`config.mk`:
```
export PLATFORM = sky130hd
export DESIGN_NAME = pc_fetch_unit
export DESIGN_NICKNAME = d
export VERILOG_FILES = /design/src/rtl/pc_fetch_unit.sv
export SDC_FILE = /design/constraint.sdc
export NUM_CORES = 1
export LEC_CHECK = 0
export CORE_UTILIZATION = 46
export DETAILED_ROUTE_END_ITERATION = 7
export PLACE_DENSITY = 0.92
export SYNTH_ARGS = -nofsm -noshare
export SYNTH_HDL_FRONTEND = slang
export SYNTH_SLANG_ARGS = --single-unit
```
`constraint.sdc`:
```
create_clock -name clk_i -period 4.4 [get_ports clk_i]
set_clock_uncertainty 0.1 [all_clocks]
set_input_delay 0.88 -clock clk_i [delete_from_list [all_inputs] [get_ports clk_i]]
set_output_delay 0.88 -clock clk_i [all_outputs]
set_load 0.03 [all_outputs]
```
`src/rtl/pc_fetch_unit.sv`:
```
// rtl/pc_fetch_unit.sv - architectural PC owner and single-outstanding instruction fetcher
module pc_fetch_unit #(
  parameter logic [31:0] RESET_PC = 32'h0000_0000,
  parameter int unsigned TIMEOUT  = 16
) (
  input  logic        clk_i,
  input  logic        rst_n_i,
  input  logic [31:0] npc_i,
  output logic [31:0] pc_o,
  output logic        imem_req_o,
  output logic [31:0] imem_addr_o,
  input  logic        imem_gnt_i,
  input  logic        imem_rvalid_i,
  input  logic [31:0] imem_rdata_i,
  output logic        inst_valid_o,
  input  logic        inst_ready_i,
  output logic [31:0] inst_o,
  output logic [31:0] inst_pc_o,
  output logic [31:0] instret_o,
  output logic        err_o,
  output logic        err_cause_o
);

  localparam int unsigned CW = $clog2(TIMEOUT) + 1;
  localparam logic [CW-1:0] CNT_LAST = CW'(TIMEOUT - 1);

  localparam logic [1:0] ST_REQ   = 2'd0;
  localparam logic [1:0] ST_WAIT  = 2'd1;
  localparam logic [1:0] ST_VALID = 2'd2;
  localparam logic [1:0] ST_ERR   = 2'd3;

  logic [1:0]    state_q;
  logic [1:0]    state_d;
  logic [31:0]   pc_q;
  logic [31:0]   inst_q;
  logic [31:0]   inst_pc_q;
  logic [31:0]   instret_q;
  logic [CW-1:0] wait_cnt_q;
  logic          err_cause_q;

  logic accept;
  logic npc_misaligned;
  logic rdata_take;
  logic timeout_hit;

  assign accept         = (state_q == ST_VALID) && inst_ready_i;
  assign npc_misaligned = |npc_i[1:0];
  // rvalid only counts in WAIT, which is never the grant cycle, so a same-cycle gnt/rvalid drops the rvalid.
  assign rdata_take     = (state_q == ST_WAIT) && imem_rvalid_i;
  assign timeout_hit    = (state_q == ST_WAIT) && !imem_rvalid_i && (wait_cnt_q == CNT_LAST);

  always_comb begin
    state_d = state_q;
    case (state_q)
      ST_REQ: begin
        if (imem_gnt_i) state_d = ST_WAIT;
      end
      ST_WAIT: begin
        if (rdata_take)       state_d = ST_VALID;
        else if (timeout_hit) state_d = ST_ERR;
      end
      ST_VALID: begin
        if (accept) state_d = npc_misaligned ? ST_ERR : ST_REQ;
      end
      default: state_d = ST_ERR;
    endcase
  end

  always_ff @(posedge clk_i) begin
    if (!rst_n_i) begin
      state_q     <= ST_REQ;
      pc_q        <= RESET_PC;
      inst_q      <= 32'h0;
      inst_pc_q   <= 32'h0;
      instret_q   <= 32'h0;
      wait_cnt_q  <= '0;
      err_cause_q <= 1'b0;
    end else begin
      state_q <= state_d;

      if ((state_q == ST_REQ) && imem_gnt_i) begin
        wait_cnt_q <= '0;
      end else if ((state_q == ST_WAIT) && !imem_rvalid_i && !timeout_hit) begin
        wait_cnt_q <= wait_cnt_q + CW'(1);
      end

      if (rdata_take) begin
        inst_q    <= imem_rdata_i;
        inst_pc_q <= pc_q;
      end

      if (timeout_hit) err_cause_q <= 1'b1;

      // A misaligned target still retires the instruction that produced it; only the PC stays put.
      if (accept) begin
        instret_q <= instret_q + 32'd1;
        if (npc_misaligned) err_cause_q <= 1'b0;
        else                pc_q        <= npc_i;
      end
    end
  end

  assign pc_o         = pc_q;
  assign imem_req_o   = (state_q == ST_REQ);
  assign imem_addr_o  = pc_q;
  assign inst_valid_o = (state_q == ST_VALID);
  assign inst_o       = inst_q;
  assign inst_pc_o    = inst_pc_q;
  assign instret_o    = instret_q;
  assign err_o        = (state_q == ST_ERR);
  assign err_cause_o  = err_cause_q;

endmodule
```
==> key figures, run 1 <==
Die
  – I/O pin cnt: 233
  – Die Area: 12700 sq um
  – Core Box Area: 12000 sq um
  – Die height: 113 microns
  – Num rows: 40
  – Starting Density: 0.470
  – Die W: 113 microns

Yosys
  – Number of synthesized register bits: 136
  – Synthesis warning total: 0
  – Post-Synthesis Cells: 648
  – Yosys cell types: 40
  – Cell Area, Synth: 5630 sq um
  – Syn avg cell area: 8.68 sq um
  – Asr flop ratio synth: 0
  – Synthesized Nets: 720
  – Post-synthesis sequential area ratio: 0.484
  – Post-synth EDFFs: 0
  – Top_reg_cell synth: dfxtp_1

Critical path
  – CP Data Required Time: 3.42 ns
  – CP max-delay cell: clkdlybuf4s50_1
  – CP Capture Point: inst_valid_o
  – R2R Setup Slk: 2.11 ns
  – RR Startpoint: state_q[0]
  – Critical R2R Capture: imem_addr_o[12]
  – Worst setup EP type: output pin
  – R2R cell count: 5
  – WP buf/inv: 1
  – CP cell instances: and2b_2 -> clkdlybuf4s50_1
  – Top delay family on crit path: buffers and inverters
  – CP Launch Point: state_q[1]
  – Crit. path cell count: 2
  – CP max stage delay: 0.68 ns
  – Critical Path Start Type: register
  – CP max FO: 10
  – Critical setup path kind: reg -> out
  – Worst Path Arrival: 1.83 ns

STA
  – Pins over their slew limit: 0
  – Sum of negative setup slack: 0 ns
  – Headroom to the max-slew limit: 0.240
  – Hold Slack: 0.360 ns
  – Post-layout min period: 2.81 ns
  – Max Freq: 356 MHz
  – Hold Vio Cnt, Final: 0
  – Final Worst Setup Slack: 1.59 ns
  – RSZ-0062 raised after global routing: no
  – Worst Tran Pin Value: 1.14 ns
  – Fin crit share: 0.638
  – Setup violations, final: 0

Detailed routing
  – Initial DRT Pass Iterations: 6
  – M1 WL: 6110 microns
  – DR WL met2: 7080 microns
  – Initial drt markers: 251
  – Total number of vias: 4956
  – Drt wl/cell: 14.6 microns
  – Routed Antenna Nets: 0
  – Detailed-route wire length: 14500 microns
  – Vias per inst: 4.97
  – Met3 WL post-DR: 1080 microns
  – Top sig layer: met4
  – Number of remaining DRC errors: 0

Pwr
  – Sw Share: 0.220
  – Clock Power Share: 0.492
  – Logic gate share of total power: 0.090
  – Total power: 3.05 mW
  – Flop pwr share: 0.418
  – Psw: 0.669 mW
  – Int Pwr: 2.38 mW
  – Pwr Density: 362 nW/um^2
  – Peak supply drop: 0.000326 V
  – Leakage: 2.97 nW

GRT
  – Vias in the first global route: 4799
  – GRT Total Usage: 0.232
  – First-pass GRT wire length: 23000 microns
  – Overflow after GRT: 0
  – Largest net degree at the start of global routing: 71
  – Antenna violations before repair: 0

Finish
  – Layout cells sized above 1: 0.0565
  – Area Overhead vs Synth: 49.7%
  – Net count, final: 909
  – Fill cells: 896
  – N_diodes: 0

Place
  – Placer congestion estimate: 0.736
  – HPWL after detailed placement: 9810 microns
  – Dpl ws: 1.33 ns
  – IO buf count: 232

Clock network
  – Worst-Skew Late Latency: 0.42 ns
  – TritonCTS clock tree: built
  – CTS resizes: 0
  – Clk root buf: clkbuf_16
  – Cts hold-fix bufs: 0
  – H-tree depth: 4
  – Worst-path clk slew: 0.06 ns
  – # clock sinks: 136
  – Maximum clock path buffer count: 2
  – Num CTS Buffers: 17
  – Post-CTS setup buffers: 0

Outcome
  – Status: finished, final reports clean

Flow run
  – Max Cap Viol: 0

Worst hold path
  – Worst hold path class: reg -> reg
-- placed cells by master, fill, tap and decap left out, drive strengths merged, types with 4 or more instances in the layout --
cell             n
a21boi          97
and2            32
and3             5
buf              8
bufinv           4
clkbuf          24
clkdlybuf4s50  231
dfxtp          136
nand2          205
nand3           13
nand4           12
nor2            13
o21ai            4
xnor2           25
xor2             8
-- per-layer routing --
layer | global-route usage | up-vias
met3 | 0.0772 | 18
met5 | 0 | -
met2 | 0.406 | 175
met1 | 0.257 | 2312
met4 | 0.0996 | 0
li1 | - | 2451
-- registers in the layout, indices dropped and copies added (netlist names) --
| register | count |
|---|---|
| err_cause_o | 1 |
| state_q | 2 |
| instret_o | 32 |
| imem_addr_o | 32 |
| inst_pc_o | 32 |
| wait_cnt_q | 5 |
| inst_o | 32 |
-- power by group through the flow --
stage | clock, mW | combinational [mW] | sequential [mW]
global route | 1.59 | 0.292 | 1.28
detailed placement | 0 | 0.273 | 1.30
finish | 1.50 | 0.274 | 1.27
global placement | 0 | 0.271 | 1.30
floorplan | 0 | 0.110 | 1.33
CTS | 1.53 | 0.275 | 1.27
-- per-stage QoR --
step           cells  utilization  area [sq um]
6_report         997        0.704          8420
4_1_cts          997        0.704          8420
2_1_floorplan    648            -          5630
3_3_place_gp     965        0.652          7800
3_5_place_dp     965        0.652          7800
5_1_grt          997        0.704          8420
-- synth_stat cells, types with 2 or more instances --
cell type	count	area, sq um
a21boi_0	96	721
a21oi_1	2	10.0
and2_1	31	194
and3_1	5	31.3
and4_1	3	26.3
buf_1	5	18.8
buf_4	32	240
clkbuf_1	30	113
dfxtp_1	136	2720
ha_1	3	37.5
nand2_1	205	769
nand3_1	12	60.1
nand4_1	10	62.6
nand4_2	2	25.0
nor2_1	13	48.8
nor2b_1	3	18.8
nor3_1	2	10.0
nor4_4	2	42.5
o21ai_0	4	20.0
xnor2_1	25	219
xor2_1	8	70.1
-- layout make-up --
class,count,area (sq um),area share
clock inverter,8,143,0.0169
clock buffer,24,482,0.0572
sequential,136,2720,0.323
tap,147,184,0.0218
timing repair buffer,239,2370,0.281
multi-input combinational,442,2520,0.299
inverter,1,3.75,0.000446
-- cell families after synthesis --
family,after synthesis,synth area share
compound gates,105,0.138
xor+xnor,33,0.0514
fa+ha+maj,3,0.00667
buf+inv,70,0.0696
flops,136,0.484
mux,1,0.00178
simple gates,300,0.249
-- worst reg2reg max path: stages (launching register included) --
cell and delay, ns:
dfxtp_1 0.46, and2b_2 0.26, and2_1 0.18, nand2_1 0.83
nand2_1 0.15, a21boi_0 0.23
-- worst min path at each step --
stage / start / cells after the start / to
2_1_floorplan: wait_cnt_q[3] / 2 / wait_cnt_q[3]
3_3_place_gp: inst_o[11] / 2 / inst_o[11]
3_5_place_dp: inst_o[0] / 2 / inst_o[0]
4_1_cts: inst_o[0] / 2 / inst_o[0]
5_1_grt: inst_o[3] / 2 / inst_o[3]
6_report: inst_o[0] / 2 / inst_o[0]
Note: power is estimated with default switching activity, not from simulation.
==> inputs of run 2 (changes only) <==
CORE_UTILIZATION = 43   (was 46)
PLACE_DENSITY = 0.87   (was 0.92)
clock period = 2.7 ns   (was 4.4 ns; I/O delays follow)
==> run 2 against run 1 <==
  * Global-route usage down 1.2 points
  * Highest routed layer unchanged
  * Critical path type unchanged
  * Worst setup slack lost 1.4 ns
  * Combinational power is 65% higher
==> key figures, run 2 (same netlist as run 1, synthesis figures left out) <==
Finish
  – Most frequent cells in the layout: 231 x clkdlybuf4s50_1, 205 x nand2_1, 136 x dfxtp_1, 96 x a21boi_0, 31 x and2_1
  – N_diodes: 0
  – Register area: 2720 sq um
  – Post-route cell area: 8580 sq um
  – Fill cells: 993
  – Layout Cells excl Fill: 1027
  – Net count, final: 914
  – Commonest non-fill, non-tap cell in the layout: clkdlybuf4s50_1
  – Post-layout util: 0.677
  – Area Overhead vs Synth: 52.4%
  – Multi-input logic area: 2520 sq um
  – Layout cells sized above 1: 0.0667

Clock network
  – TritonCTS clock tree: built
  – CTS resizes: 0
  – Worst-Skew Late Latency: 0.41 ns
  – Clk root buf: clkbuf_16
  – Cts hold-fix bufs: 0
  – Post-CTS setup buffers: 0
  – H-tree depth: 4
  – # clock sinks: 136
  – Num CTS Buffers: 17
  – Worst-path clk slew: 0.06 ns
  – Maximum clock path buffer count: 2

STA
  – Post-layout min period: 2.46 ns
  – Max Freq: 406 MHz
  – Headroom to the max-slew limit: 0.512
  – Final Worst Setup Slack: 0.238 ns
  – Fin crit share: 0.912
  – Worst Tran Pin Value: 0.725 ns
  – Hold Slack: 0.359 ns
  – Hold Vio Cnt, Final: 0
  – Setup violations, final: 0
  – Pins over their slew limit: 0
  – RSZ-0062 raised after global routing: no
  – Sum of negative setup slack: 0 ns

Place
  – IO buf count: 232
  – Area after DPL: 7900 sq um
  – HPWL after detailed placement: 10200 microns
  – Placer congestion estimate: 0.797
  – Dpl ws: 0.202 ns
  – Placed instance count: 995

Die
  – Core Box Area: 12700 sq um
  – I/O pin cnt: 233
  – Num rows: 41
  – Die Area: 13500 sq um
  – Die W: 116 microns
  – Starting Density: 0.444
  – Die height: 116 microns

Outcome
  – Status: finished, final reports clean

Detailed routing
  – Vias per inst: 4.85
  – Routed Antenna Nets: 0
  – Initial DRT Pass Iterations: 4
  – Detailed-route wire length: 14800 microns
  – Total number of vias: 4977
  – Initial drt markers: 232
  – Number of remaining DRC errors: 0
  – Drt wl/cell: 14.4 microns

Critical path
  – Critical R2R Capture: instret_o[31]
  – R2R cell count: 5
  – CP Data Required Time: 2.06 ns
  – Critical Path Start Type: register
  – Worst Path Arrival: 1.82 ns
  – Crit. path cell count: 2
  – CP cell instances: and2b_2 -> clkdlybuf4s50_1
  – CP max FO: 10
  – Critical setup path kind: reg -> out
  – Worst setup EP type: output pin
  – Top delay family on crit path: buffers and inverters
  – CP max-delay cell: clkdlybuf4s50_1
  – R2R Setup Slk: 0.54 ns
  – RR Startpoint: instret_o[13]
  – CP max stage delay: 0.66 ns
  – WP buf/inv: 1

Worst hold path
  – Worst hold path class: reg -> reg
  – Worst min-delay path startpoint: inst_pc_o[10]
  – Worst Hold Path EP: inst_pc_o[10]
  – Min-Delay Path Depth: 2

Pwr
  – Peak supply drop: 0.000405 V
  – Total power: 5.12 mW
  – Pwr Density: 597 nW/um^2
  – Leakage: 3.03 nW

GRT
  – Overflow after GRT: 0
  – Antenna violations before repair: 0
  – GRT Total Usage: 0.220
  – First-pass GRT wire length: 22800 microns
  – Largest net degree at the start of global routing: 70
  – Vias in the first global route: 4672

Flow run
  – Max Cap Viol: 0
==> run 2: cell types whose count changed in the layout (fill, tap and decap cells not counted), moves of 2 or more <==
cell      before  now
buf_4          7    9
clkinv_4       0    2
buf_12         0    3
clkbuf_1       4    0
==> run 2: worst max path at each step <==
| stage | startpoint | endpoint | slack, ns |
|---|---|---|---|
| after floorplan | instret_o[0] | instret_o[30] | 0.64 |
| after global placement | inst_ready_i | instret_o[29] | 0.24 |
| after detailed placement | inst_ready_i | instret_o[29] | 0.20 |
| after CTS | state_q[1] | inst_valid_o | 0.23 |
| after global routing | state_q[1] | inst_valid_o | 0.19 |
| final | state_q[1] | inst_valid_o | 0.24 |
==> run 2: cell type report <==
| class | count | area share |
|---|---|---|
| Sequential cell | 136 | 0.317 |
| Multi-Input combinational cell | 442 | 0.293 |
| Timing Repair Buffer | 244 | 0.285 |
| Clock buffer | 21 | 0.0560 |
| Tap cell | 172 | 0.0251 |
| Clock inverter | 11 | 0.0225 |
| Inverter | 1 | 0.000438 |
==> run 2: worst reg2reg max path, delay by kind of cell, from the launching register on <==
family             cells  cell delay [ns]
AOI/OAI and AO/OA      1             0.13
DFF                    1             0.47
and+or+nand+nor        4             1.40
==> run 2: per-layer routing <==
metal,GRT usage,vias to the layer above,wire length [microns]
met2,0.387,172,7300
met5,0,-,0
met1,0.238,2311,5870
met3,0.0773,25,1270
li1,-,2469,-
met4,0.0966,0,337
==> run 2: power by group <==
part	internal (mW)	switching, mW	leakage (nW)
Combinational	0.220	0.232	1.60
Sequential	2.04	0.0300	1.10
Clock	1.74	0.857	0.325
